$ cat config.mk
export PLATFORM = sky130hd
export DESIGN_NAME = serial_digit_adder
export DESIGN_NICKNAME = d
export VERILOG_FILES = /design/src/rtl/serial_adder_pkg.sv /design/src/rtl/digit_adder.sv /design/src/rtl/serial_digit_adder.sv
export SDC_FILE = /design/constraint.sdc
export NUM_CORES = 1
export LEC_CHECK = 0
export CAP_MARGIN = 20
export CORE_ASPECT_RATIO = 0.9
export CORE_MARGIN = 1.5
export CORE_UTILIZATION = 54
export CTS_CLUSTER_SIZE = 30
export DETAILED_ROUTE_END_ITERATION = 8
export HOLD_SLACK_MARGIN = 0.02
export PLACE_DENSITY = 0.88
export SYNTH_ARGS = -nofsm -noshare
export SYNTH_HDL_FRONTEND = slang
export SYNTH_SLANG_ARGS = --single-unit
$ cat constraint.sdc
create_clock -name clk -period 4.58 [get_ports clk]
set_clock_uncertainty 0.1 [all_clocks]
set_input_delay 0.687 -clock clk [delete_from_list [all_inputs] [get_ports clk]]
set_output_delay 0.687 -clock clk [all_outputs]
set_load 0.01 [all_outputs]
$ cat src/rtl/serial_adder_pkg.sv
// Shared definitions for the serial digit adder: FSM encoding and the
// helpers that size the step counter from WIDTH and DIGIT.
package serial_adder_pkg;

  typedef enum logic [1:0] {
    IDLE = 2'd0,
    RUN  = 2'd1,
    DONE = 2'd2
  } state_t;

  function automatic int steps_f(input int width, input int digit);
    return width / digit;
  endfunction

  // A single-step configuration still needs a one-bit counter.
  function automatic int cnt_width_f(input int steps);
    return (steps > 1) ? $clog2(steps) : 1;
  endfunction

endpackage

$ cat src/rtl/digit_adder.sv
// Combinational DIGIT-bit ripple-carry adder. c_msb is the carry into the
// top bit, used by the parent to form signed overflow on the last digit.
module digit_adder #(
  parameter int DIGIT = 2
) (
  input  logic [DIGIT-1:0] a,
  input  logic [DIGIT-1:0] b,
  input  logic             cin,
  output logic [DIGIT-1:0] sum,
  output logic             cout,
  output logic             c_msb
);

  always_comb begin
    logic [DIGIT:0] c;
    // NOTE: every output gets a default first so no path can infer a latch.
    sum  = '0;
    c    = '0;
    c[0] = cin;
    for (int i = 0; i < DIGIT; i++) begin
      sum[i]   = a[i] ^ b[i] ^ c[i];
      c[i+1]   = (a[i] & b[i]) | (c[i] & (a[i] ^ b[i]));
    end
    cout  = c[DIGIT];
    c_msb = c[DIGIT-1];
  end

endmodule

$ cat src/rtl/serial_digit_adder.sv
// Multi-cycle adder/subtractor: processes DIGIT bits per clock over
// WIDTH/DIGIT cycles behind a start/busy/done handshake.
module serial_digit_adder
  import serial_adder_pkg::*;
#(
  parameter int WIDTH = 8,
  parameter int DIGIT = 2
) (
  input  logic             clk,
  input  logic             rst,
  input  logic             start,
  input  logic             sub,
  input  logic [WIDTH-1:0] a,
  input  logic [WIDTH-1:0] b,
  input  logic             cin,
  output logic             busy,
  output logic             done,
  output logic [WIDTH-1:0] sum,
  output logic             cout,
  output logic             ovf
);

  localparam int STEPS = steps_f(WIDTH, DIGIT);
  localparam int CW    = cnt_width_f(STEPS);

  state_t           state, state_next;
  logic [CW-1:0]    cnt;
  logic [WIDTH-1:0] a_sr, b_sr, acc, acc_next;
  logic             carry;

  logic             accept, last;
  logic [DIGIT-1:0] dsum;
  logic             dcout, dcmsb;

  assign accept = start && (state == IDLE || state == DONE);
  assign last   = (cnt == CW'(STEPS - 1));
  assign busy   = (state == RUN);
  assign done   = (state == DONE);

  digit_adder #(.DIGIT(DIGIT)) u_digit (
    .a     (a_sr[DIGIT-1:0]),
    .b     (b_sr[DIGIT-1:0]),
    .cin   (carry),
    .sum   (dsum),
    .cout  (dcout),
    .c_msb (dcmsb)
  );

  // New digit enters at the top so after STEPS shifts the LSB digit is at bit 0.
  assign acc_next = (acc >> DIGIT) | (WIDTH'(dsum) << (WIDTH - DIGIT));

  always_ff @(posedge clk) begin
    if (rst) state <= IDLE;
    else     state <= state_next;
  end

  always_comb begin
    state_next = state;
    case (state)
      IDLE:    if (start) state_next = RUN;
      RUN:     if (last)  state_next = DONE;
      DONE:    state_next = start ? RUN : IDLE;
      default: state_next = IDLE;
    endcase
  end

  always_ff @(posedge clk) begin
    if (rst) begin
      // NOTE: the working shift registers are cleared too, so nothing from an
      // aborted operation lingers; it costs only a reset mux per bit.
      a_sr  <= '0;
      b_sr  <= '0;
      acc   <= '0;
      carry <= 1'b0;
      cnt   <= '0;
      sum   <= '0;
      cout  <= 1'b0;
      ovf   <= 1'b0;
    end else if (accept) begin
      // NOTE: non-blocking assignments so every register samples pre-edge values.
      a_sr  <= a;
      b_sr  <= sub ? ~b : b;
      carry <= sub ? 1'b1 : cin;
      cnt   <= '0;
    end else if (state == RUN) begin
      a_sr  <= a_sr >> DIGIT;
      b_sr  <= b_sr >> DIGIT;
      acc   <= acc_next;
      carry <= dcout;
      cnt   <= cnt + 1'b1;
      if (last) begin
        sum  <= acc_next;
        cout <= dcout;
        ovf  <= dcmsb ^ dcout;
      end
    end
  end

endmodule

=== After elaboration in Yosys (flattened, before gate mapping) ===
Cells that the tools add are included.

* Register bits after elaboration: 39
* Bits in latches: 0
* Bits in writable memories: 0
* ROM bits: 0
* Input bits: 21
* Output and inout port bits: 12
* Memories kept: 0

* $add $sub $neg: 1
* Multiply operators: 0
* Divide/modulo/power cells: 0
* Order comparisons: 0
* Equality and inequality tests: 5
* Shift-type cells: 0
* Mux-type cells: 12
* Bitwise logic cells: 14
* Reductions and logical operators: 8

{| class="wikitable"
|+ Operators with widths
! kind !! number
|-
| 8-bit 2-to-1 mux || 5
|-
| 8-bit NOT || 1
|-
| 6-bit by 8-bit bitwise OR with 8-bit output || 1
|-
| 2-bit case mux with 3 select lines || 1
|-
| 1-bit bitwise XOR || 5
|-
| 1-bit bitwise AND || 4
|-
| 2-bit == test (second input constant) || 2
|-
| 1-bit 2-to-1 mux || 4
|-
| 2-bit 2-to-1 mux || 2
|-
| 2-bit AND reduction || 2
|-
| 3-bit AND reduction || 1
|-
| 2-bit by 1-bit adder with 2-bit output (second input constant) || 1
|-
| 2-bit by 1-bit == test with 1-bit output (second input constant) || 1
|-
| 2-bit logical NOT || 1
|-
| 2-bit by 1-bit != test with 1-bit output (second input constant) || 1
|-
| 2-bit != test (second input constant) || 1
|-
| 1-bit bitwise OR || 2
|-
| 2-bit nonzero test || 1
|-
| 2-bit OR reduction || 1
|-
| 1-bit logical AND || 1
|-
| 1-bit logical OR || 1
|-
| 1-bit NOT || 1
|}

=== Logic depth before layout (Yosys ltp) ===
Gate-level depths: netlist of run 1.

* Word-level depth: 7
* Depth in mapped cells: 6

=== Hierarchy ===
Synthesis of run 1 repeated with hierarchy kept, for this count alone.

* Cells, all modules: 178
* Area, all modules: 1554.0 µm²

{| class="wikitable"
|+ Modules (own cells, without submodules)
! module !! instances !! cells an instance !! area an instance (µm²) !! seq. area each (µm²)
|-
| serial_digit_adder || 1 || 176 || 1514.0 || 740.7
|-
| digit_adder || 1 || 2 || 40.0 || 0.0
|}

=== Worst setup path after synthesis of run 1 ===
OpenSTA, ideal clock, no wires.

* Path kind: register -> register
* Start point: reg a_sr[0]
* End point: reg ovf
* Data arrival time: 1.587 ns
* Data required time: 4.394 ns
* Setup slack: 2.807 ns
* Cell stages (with the launch flop): 6
* Clock period less this slack: 1.773 ns
* Cell sequence: dfxtp_1 -> inv_1 -> fa_1 -> fa_1 -> xnor2_1 -> a211oi_1

* Word-level cells in the longest chain between the ends: 6
* Elaborated cells between the ends (all ways): 7

{| class="wikitable"
|+ Ends and longest elaborated chain
! what !! line !! source
|-
| start, declared || serial_digit_adder.sv:28 || <nowiki>logic [WIDTH-1:0] a_sr, b_sr, acc, acc_next;</nowiki>
|-
| start signal, assigned || serial_digit_adder.sv:86 || <nowiki>a_sr <= a_sr >> DIGIT;</nowiki>
|-
| 1-bit bitwise XOR || digit_adder.sv:22 || <nowiki>c[i+1] = (a[i] & b[i]) | (c[i] & (a[i] ^ b[i]));</nowiki>
|-
| 1-bit bitwise AND || digit_adder.sv:22 ||
|-
| 1-bit bitwise OR (*) || digit_adder.sv:22 ||
|-
| 1-bit bitwise AND || digit_adder.sv:22 ||
|-
| 1-bit bitwise OR || digit_adder.sv:22 ||
|-
| 1-bit bitwise XOR (*) || serial_digit_adder.sv:94 || <nowiki>ovf <= dcmsb ^ dcout;</nowiki>
|-
| end signal, assigned || serial_digit_adder.sv:94 ||
|-
| end, declared || serial_digit_adder.sv:20 || <nowiki>output logic ovf</nowiki>
|}

Mark *: on every way between the ends. The rest lies on a longest branch, timed or not.
A chain may end at the register's enable or synchronous reset.

=== Final worst setup path of run 1 ===
* Start point: reg state[1]
* End point: out busy

* Word-level cells in the longest chain between the ends: 1

{| class="wikitable"
|+ Ends and longest elaborated chain
! what !! line !! source
|-
| start, declared || serial_digit_adder.sv:26 || <nowiki>state_t state, state_next;</nowiki>
|-
| start signal, assigned || serial_digit_adder.sv:54 || <nowiki>else state <= state_next;</nowiki>
|-
| 2-bit by 1-bit == test with 1-bit output || serial_digit_adder.sv:37 || <nowiki>assign busy = (state == RUN);</nowiki>
|-
| end, declared || serial_digit_adder.sv:16 || <nowiki>output logic busy,</nowiki>
|}

No other way between the ends.

==> flow_metrics.env, run 1 <==
export IMPL_status="finished clean"
export IMPL_wire_per_inst_um=13.37
export IMPL_slew_viol_final=0
export IMPL_grt_ovfl_total=0
export IMPL_hold_viol_final=0
export IMPL_num_antenna_cells=0
export IMPL_dp_cells=236
export IMPL_cts_setup_buffers=0
export IMPL_synth_top_cell_area_share=0.4665
export IMPL_period_share=0.6440
export IMPL_cts_buffers=5
export IMPL_die_area_um2=3275
export IMPL_cts_clk_slew_worst_paths_ps=110
export IMPL_die_h_um=54.44
export IMPL_cts_htree_levels=2
export IMPL_die_x_um=60.16
export IMPL_drv_cap=0
export IMPL_root_buffer="clkbuf_4"
export IMPL_clk_latency_ps=350
export IMPL_fmax_mhz=339.1
export IMPL_power_uw=634.2
export IMPL_r2r_start="a_sr[0]"
export IMPL_ys_types=30
export IMPL_dp_slack_ps=1977
export IMPL_ys_async_sr_fraction=0
export IMPL_slew_headroom=0.2976
export IMPL_required_ps=3790
export IMPL_yosysSeqAreaShare=0.4665
export IMPL_start_util=0.5732
export IMPL_synthesis_nets=202
export IMPL_avgSynthCellArea_um2=8.920
export IMPL_cp_start_kind="flop"
export IMPL_worst_path_max_delay_cell="clkdlybuf4s50_1"
export IMPL_syn_to_final_growth_pct=21.91
export IMPL_rsz0062_at_grt="no"
export IMPL_ir_drop_uv=232.4
export IMPL_grt_pass1_wl_mm=5.444
export IMPL_timing_final_ws_setup_ps=1631
export IMPL_ys_flop_type="dfxtp_1"
export IMPL_crit_type="reg2out"
export IMPL_crit_chain="nand2b_2 -> clkinv_2 -> clkdlybuf4s50_1"
export IMPL_ant_nets=0
export IMPL_cts_resized=0
export IMPL_grt_max_degree=38
export IMPL_gp_congestion=0.7534
export IMPL_synth_cells=178
export IMPL_vias=1312
export IMPL_tightest_slew_ps=1051
export IMPL_worstSetupStartpoint="state[1]"
export IMPL_layout_common_cells="dfxtp_1, clkdlybuf4s50_1, nand2_1"
export IMPL_coreArea_um2=2770
export IMPL_drc=0
export IMPL_n_fill_cell=229
export IMPL_arrival_ps=2160
export IMPL_hp_start="sum[1]"
export IMPL_dr_first_iter_drc_count=55
export IMPL_dp_hpwl_mm=2.296
export IMPL_port_buffers=32
export IMPL_routed_wl_mm=3.262
export IMPL_finalNetCount=227
export IMPL_vias_per_cell=5.377
export IMPL_grt_pass1_vias=1209
export IMPL_synth_edf_count=0
export IMPL_io_pins=33
export IMPL_synth_seq_cells=37
export IMPL_final_cells=244
export IMPL_end_kind="primary output"
export IMPL_syn_area_um2=1588
export IMPL_critPathMaxStageDelay_ps=590
export IMPL_cts_tree="yes"
export IMPL_reg2reg_slack_ps=2660
export IMPL_grt_usage=0.2314
export IMPL_clock_path_buffers=2
export IMPL_hp_class="reg2reg"
export IMPL_hold_buffers=0
export IMPL_antenna_found_initial=0
export IMPL_cts_sinks=37
export IMPL_final_common_cell="dfxtp_1"
export IMPL_post_route_min_period_ps=2949
export IMPL_drive_above_1_share=0.06863
export IMPL_std_cell_rows=18
export IMPL_power_per_cell_area_nw_per_um2=327.6
export IMPL_p_leak_nw=0.6759
export IMPL_synth_area_top_cells="dfxtp_1, a21oi_1, nand2_1, xor2_1, a22oi_1"
export IMPL_timing_setup_tns_ps=0
export IMPL_ys_warn_count=0
export IMPL_detail_route_first_pass_iterations=5
export IMPL_setup_viol=0
export IMPL_yosys_area_top_type="dfxtp_1"
export IMPL_cp_max_fo=24
-- report_power, final --
| group | leakage, nW | internal (mW) | switching, mW |
|---|---|---|---|
| combinational | 0.333 | 0.0415 | 0.0486 |
| sequential | 0.302 | 0.338 | 0.0103 |
| clock | 0.0413 | 0.0890 | 0.107 |
| total | 0.676 | 0.468 | 0.166 |
-- layout make-up --
cell class                      count  area [um2]  area share
Sequential cell                    37       740.7      0.3827
Tap cell                           40       50.05     0.02586
Inverter                            6       23.77     0.01228
Clock buffer                        7       65.06     0.03361
Timing Repair Buffer               33       327.8      0.1694
Multi-Input combinational cell    120       723.2      0.3736
Clock inverter                      1       5.005    0.002586
-- per-layer routing --
| layer | GRT usage | up-vias | share of wire |
|---|---|---|---|
| li1 | - | 658 | - |
| met1 | 0.2753 | 606 | 0.42 |
| met2 | 0.3877 | 40 | 0.51 |
| met3 | 0.05437 | 8 | 0.055 |
| met4 | 0.1259 | 0 | 0.021 |
| met5 | 0 | - | 0 |
-- synthesized netlist by cell type (3+ instances only) --
library cell,n
buf_6,3
nor2_1,12
a211oi_1,3
nand2_1,28
a21oi_1,21
a311oi_1,3
mux2i_1,3
a211oi_2,3
a22oi_1,8
buf_4,4
nand3_1,11
buf_2,5
dfxtp_1,37
xor2_1,8
nor3_1,6
inv_1,5
-- path summary, 6_finish.rpt --
check | endpoint | cells past startpoint
setup / recovery | busy | 3
hold / removal | sum[1] | 2
setup reg to reg | ovf | 5
hold reg to reg | sum[1] | 2
-- logic make-up after synthesis --
| logic type | Yosys count | synth area share |
|---|---|---|
| muxes | 3 | 0.01891 |
| buffers and inverters | 21 | 0.07801 |
| DFF | 37 | 0.4665 |
| xor gates and xnor gates | 10 | 0.05517 |
| and+or+nand+nor | 63 | 0.1757 |
| AOI/OAI and AO/OA | 41 | 0.1726 |
| adders and majority gates | 3 | 0.03310 |
-- flip-flops by register name, indices dropped and copies added (netlist names), 2 cells and up --
register and flops:
a_sr 8, b_sr 8, sum 8, acc 6
cnt 2, state 2
-- critical path: cells and delay by family, from the launching register on --
kind | cells | cell delay, ps
simple gates | 1 | 430
flops | 1 | 360
buf+inv | 2 | 1010
-- per-stage QoR --
stage	cell area (um2)	utilization	hold WS, ps
after floorplan	1588	-	332.1
after global placement	1866	0.6734	343.2
after detailed placement	1866	0.6734	346.4
after CTS	1936	0.6987	361.9
after global routing	1936	0.6987	377.0
final	1936	0.6987	362.6
Power figures use the tool's default switching activity.
==> run 2: changes to the inputs <==
--- a/config.mk
+++ b/config.mk
@@ -8,11 +8,11 @@
 export CAP_MARGIN = 20
 export CORE_ASPECT_RATIO = 0.9
 export CORE_MARGIN = 1.5
-export CORE_UTILIZATION = 54
+export CORE_UTILIZATION = 45
 export CTS_CLUSTER_SIZE = 30
 export DETAILED_ROUTE_END_ITERATION = 8
 export HOLD_SLACK_MARGIN = 0.02
-export PLACE_DENSITY = 0.88
+export PLACE_DENSITY = 0.78
 export SYNTH_ARGS = -nofsm -noshare
 export SYNTH_HDL_FRONTEND = slang
 export SYNTH_SLANG_ARGS = --single-unit
==> constraint.sdc (replaced) <==
create_clock -name clk -period 2.69 [get_ports clk]
set_clock_uncertainty 0.1 [all_clocks]
set_input_delay 0.4035 -clock clk [delete_from_list [all_inputs] [get_ports clk]]
set_output_delay 0.4035 -clock clk [all_outputs]
set_load 0.01 [all_outputs]
==> run 2 against run 1 <==
Sequential share of layout area is 1.1 points lower. Sequential power is 70% higher. Critical path depth stayed put. Die area is 19% higher. Via count is 2.6% lower. Design area is 3.0% higher. Setup slack worse by 850 ps. Register-to-register slack worse by 1800 ps. Critical endpoint unchanged. Highest routed layer unchanged.
==> flow_metrics.env, run 2 (synthesis results as in run 1) <==
export IMPL_drv_cap=0
export IMPL_syn_to_final_growth_pct=25.61
export IMPL_routed_wl_mm=3.052
export IMPL_port_buffers=32
export IMPL_hp_class="reg2reg"
export IMPL_p_leak_nw=0.7034
export IMPL_period_share=0.7103
export IMPL_setup_viol=0
export IMPL_start_util=0.4700
export IMPL_antenna_found_initial=0
export IMPL_crit_cells=3
export IMPL_ant_nets=0
export IMPL_power_mw=1.172
export IMPL_clock_path_buffers=2
export IMPL_gp_congestion=0.7627
export IMPL_grt_usage=0.1793
export IMPL_critPathMaxStageDelay_ps=530
export IMPL_post_route_min_period_ps=1911
export IMPL_ir_drop_uv=306.9
export IMPL_cts_setup_buffers=0
export IMPL_critical_path_buf_inv_count=2
export IMPL_p_switching_uw=290.3
export IMPL_timing_setup_tns_ps=0
export IMPL_grt_max_degree=38
export IMPL_swShare=0.2478
export IMPL_worst_path_max_delay_cell="clkdlybuf4s50_1"
export IMPL_r2r_cells=5
export IMPL_clk_latency_ps=290
export IMPL_cts_resized=0
export IMPL_drive_above_1_share=0.08213
export IMPL_reg_top3="a_sr (8), b_sr (8), sum (8)"
export IMPL_die_x_um=65.62
export IMPL_wire_per_inst_um=12.16
export IMPL_intPower_uw=881.2
export IMPL_tightest_slew_ps=721.2
export IMPL_comb_power_share=0.133
export IMPL_die_h_um=59.35
export IMPL_final_area_um2=1994
export IMPL_p_clk_frac=0.362
export IMPL_dpl_cell_area_um2=1893
export IMPL_drc=0
export IMPL_slew_headroom=0.5192
export IMPL_timing_final_ws_setup_ps=779.4
export IMPL_crit_chain="nand2b_2 -> clkinv_2 -> clkdlybuf4s50_1"
export IMPL_rsz0062_at_grt="no"
export IMPL_vias=1278
export IMPL_p_seq_frac=0.505
export IMPL_dp_hpwl_mm=2.044
export IMPL_crit_type="reg2out"
export IMPL_postLayoutCoreUtil=0.5904
export IMPL_grt_ovfl_total=0
export IMPL_vias_per_cell=5.092
export IMPL_end_kind="primary output"
export IMPL_fmax_mhz=523.4
export IMPL_cts_tree="yes"
export IMPL_hold_path_cell_count=2
export IMPL_cp_max_fo=6
export IMPL_dr_first_iter_drc_count=64
export IMPL_reg2reg_slack_ps=820
export IMPL_std_cell_rows=20
export IMPL_required_ps=2190
export IMPL_root_buffer="clkbuf_8"
export IMPL_finalNetCount=230
export IMPL_status="finished clean"
export IMPL_power_per_cell_area_nw_per_um2=587.4
export IMPL_layout_common_cells="dfxtp_1, clkdlybuf4s50_1, nand2_1"
export IMPL_cp_start_kind="flop"
export IMPL_num_antenna_cells=0
export IMPL_die_area_um2=3894
export IMPL_detail_route_first_pass_iterations=4
export IMPL_dp_slack_ps=723.3
export IMPL_hold_buffers=0
export IMPL_slew_viol_final=0
export IMPL_grt_pass1_vias=1162
export IMPL_crit_family="buffers and inverters"
export IMPL_hold_viol_final=0
export IMPL_cts_sinks=37
export IMPL_arrival_ps=1410
export IMPL_final_common_cell="dfxtp_1"
export IMPL_cts_htree_levels=2
export IMPL_cts_clk_slew_worst_paths_ps=70
export IMPL_cts_buffers=5
export IMPL_coreArea_um2=3378
export IMPL_io_pins=33
export IMPL_grt_pass1_wl_mm=5.202
run 2: final timing paths:
kind                  from     end
hold / removal      acc[2]  sum[0]
setup reg to reg   a_sr[0]     ovf
hold reg to reg     acc[2]  sum[0]
setup / recovery  state[0]    busy
run 2: layer usage:
| layer | global-route usage | up-vias | share of wire | wire length [um] |
|---|---|---|---|---|
| li1 | - | 661 | - | - |
| met1 | 0.2386 | 580 | 0.49 | 1484 |
| met2 | 0.2668 | 30 | 0.45 | 1381 |
| met3 | 0.03612 | 7 | 0.034 | 105 |
| met4 | 0.1161 | 0 | 0.027 | 81 |
| met5 | 0 | - | 0 | 0 |
run 2: final cells by class:
class                   instances  area [um2]
flip-flops and latches         37       740.7
well taps                      44       55.05
repair buffers                 36       350.3
fillers                       302        1384
inverters                       6       23.77
clock inverters                 1       5.005
clock buffers                   7       96.34
multi-input cells             120       723.2
run 2: tightest hold or removal path, stage by stage, from the launching register on:
cell and delay [ps]:
dfxtp_1 310, nand2_1 50, a21oi_1 50
run 2: stage by stage:
stage | cells | hold slack (ps)
after floorplan | 178 | 332.1
after global placement | 243 | 343.6
final | 251 | 355.3
after detailed placement | 243 | 347.3
after CTS | 251 | 357.9
after global routing | 251 | 365.1
run 2: power by group through the flow:
stage	logic, mW	clock network, mW	registers, mW
floorplan	0.110	0	0.599
global placement	0.154	0	0.603
detailed placement	0.156	0	0.603
CTS	0.157	0.431	0.591
global route	0.173	0.454	0.594
finish	0.156	0.424	0.591
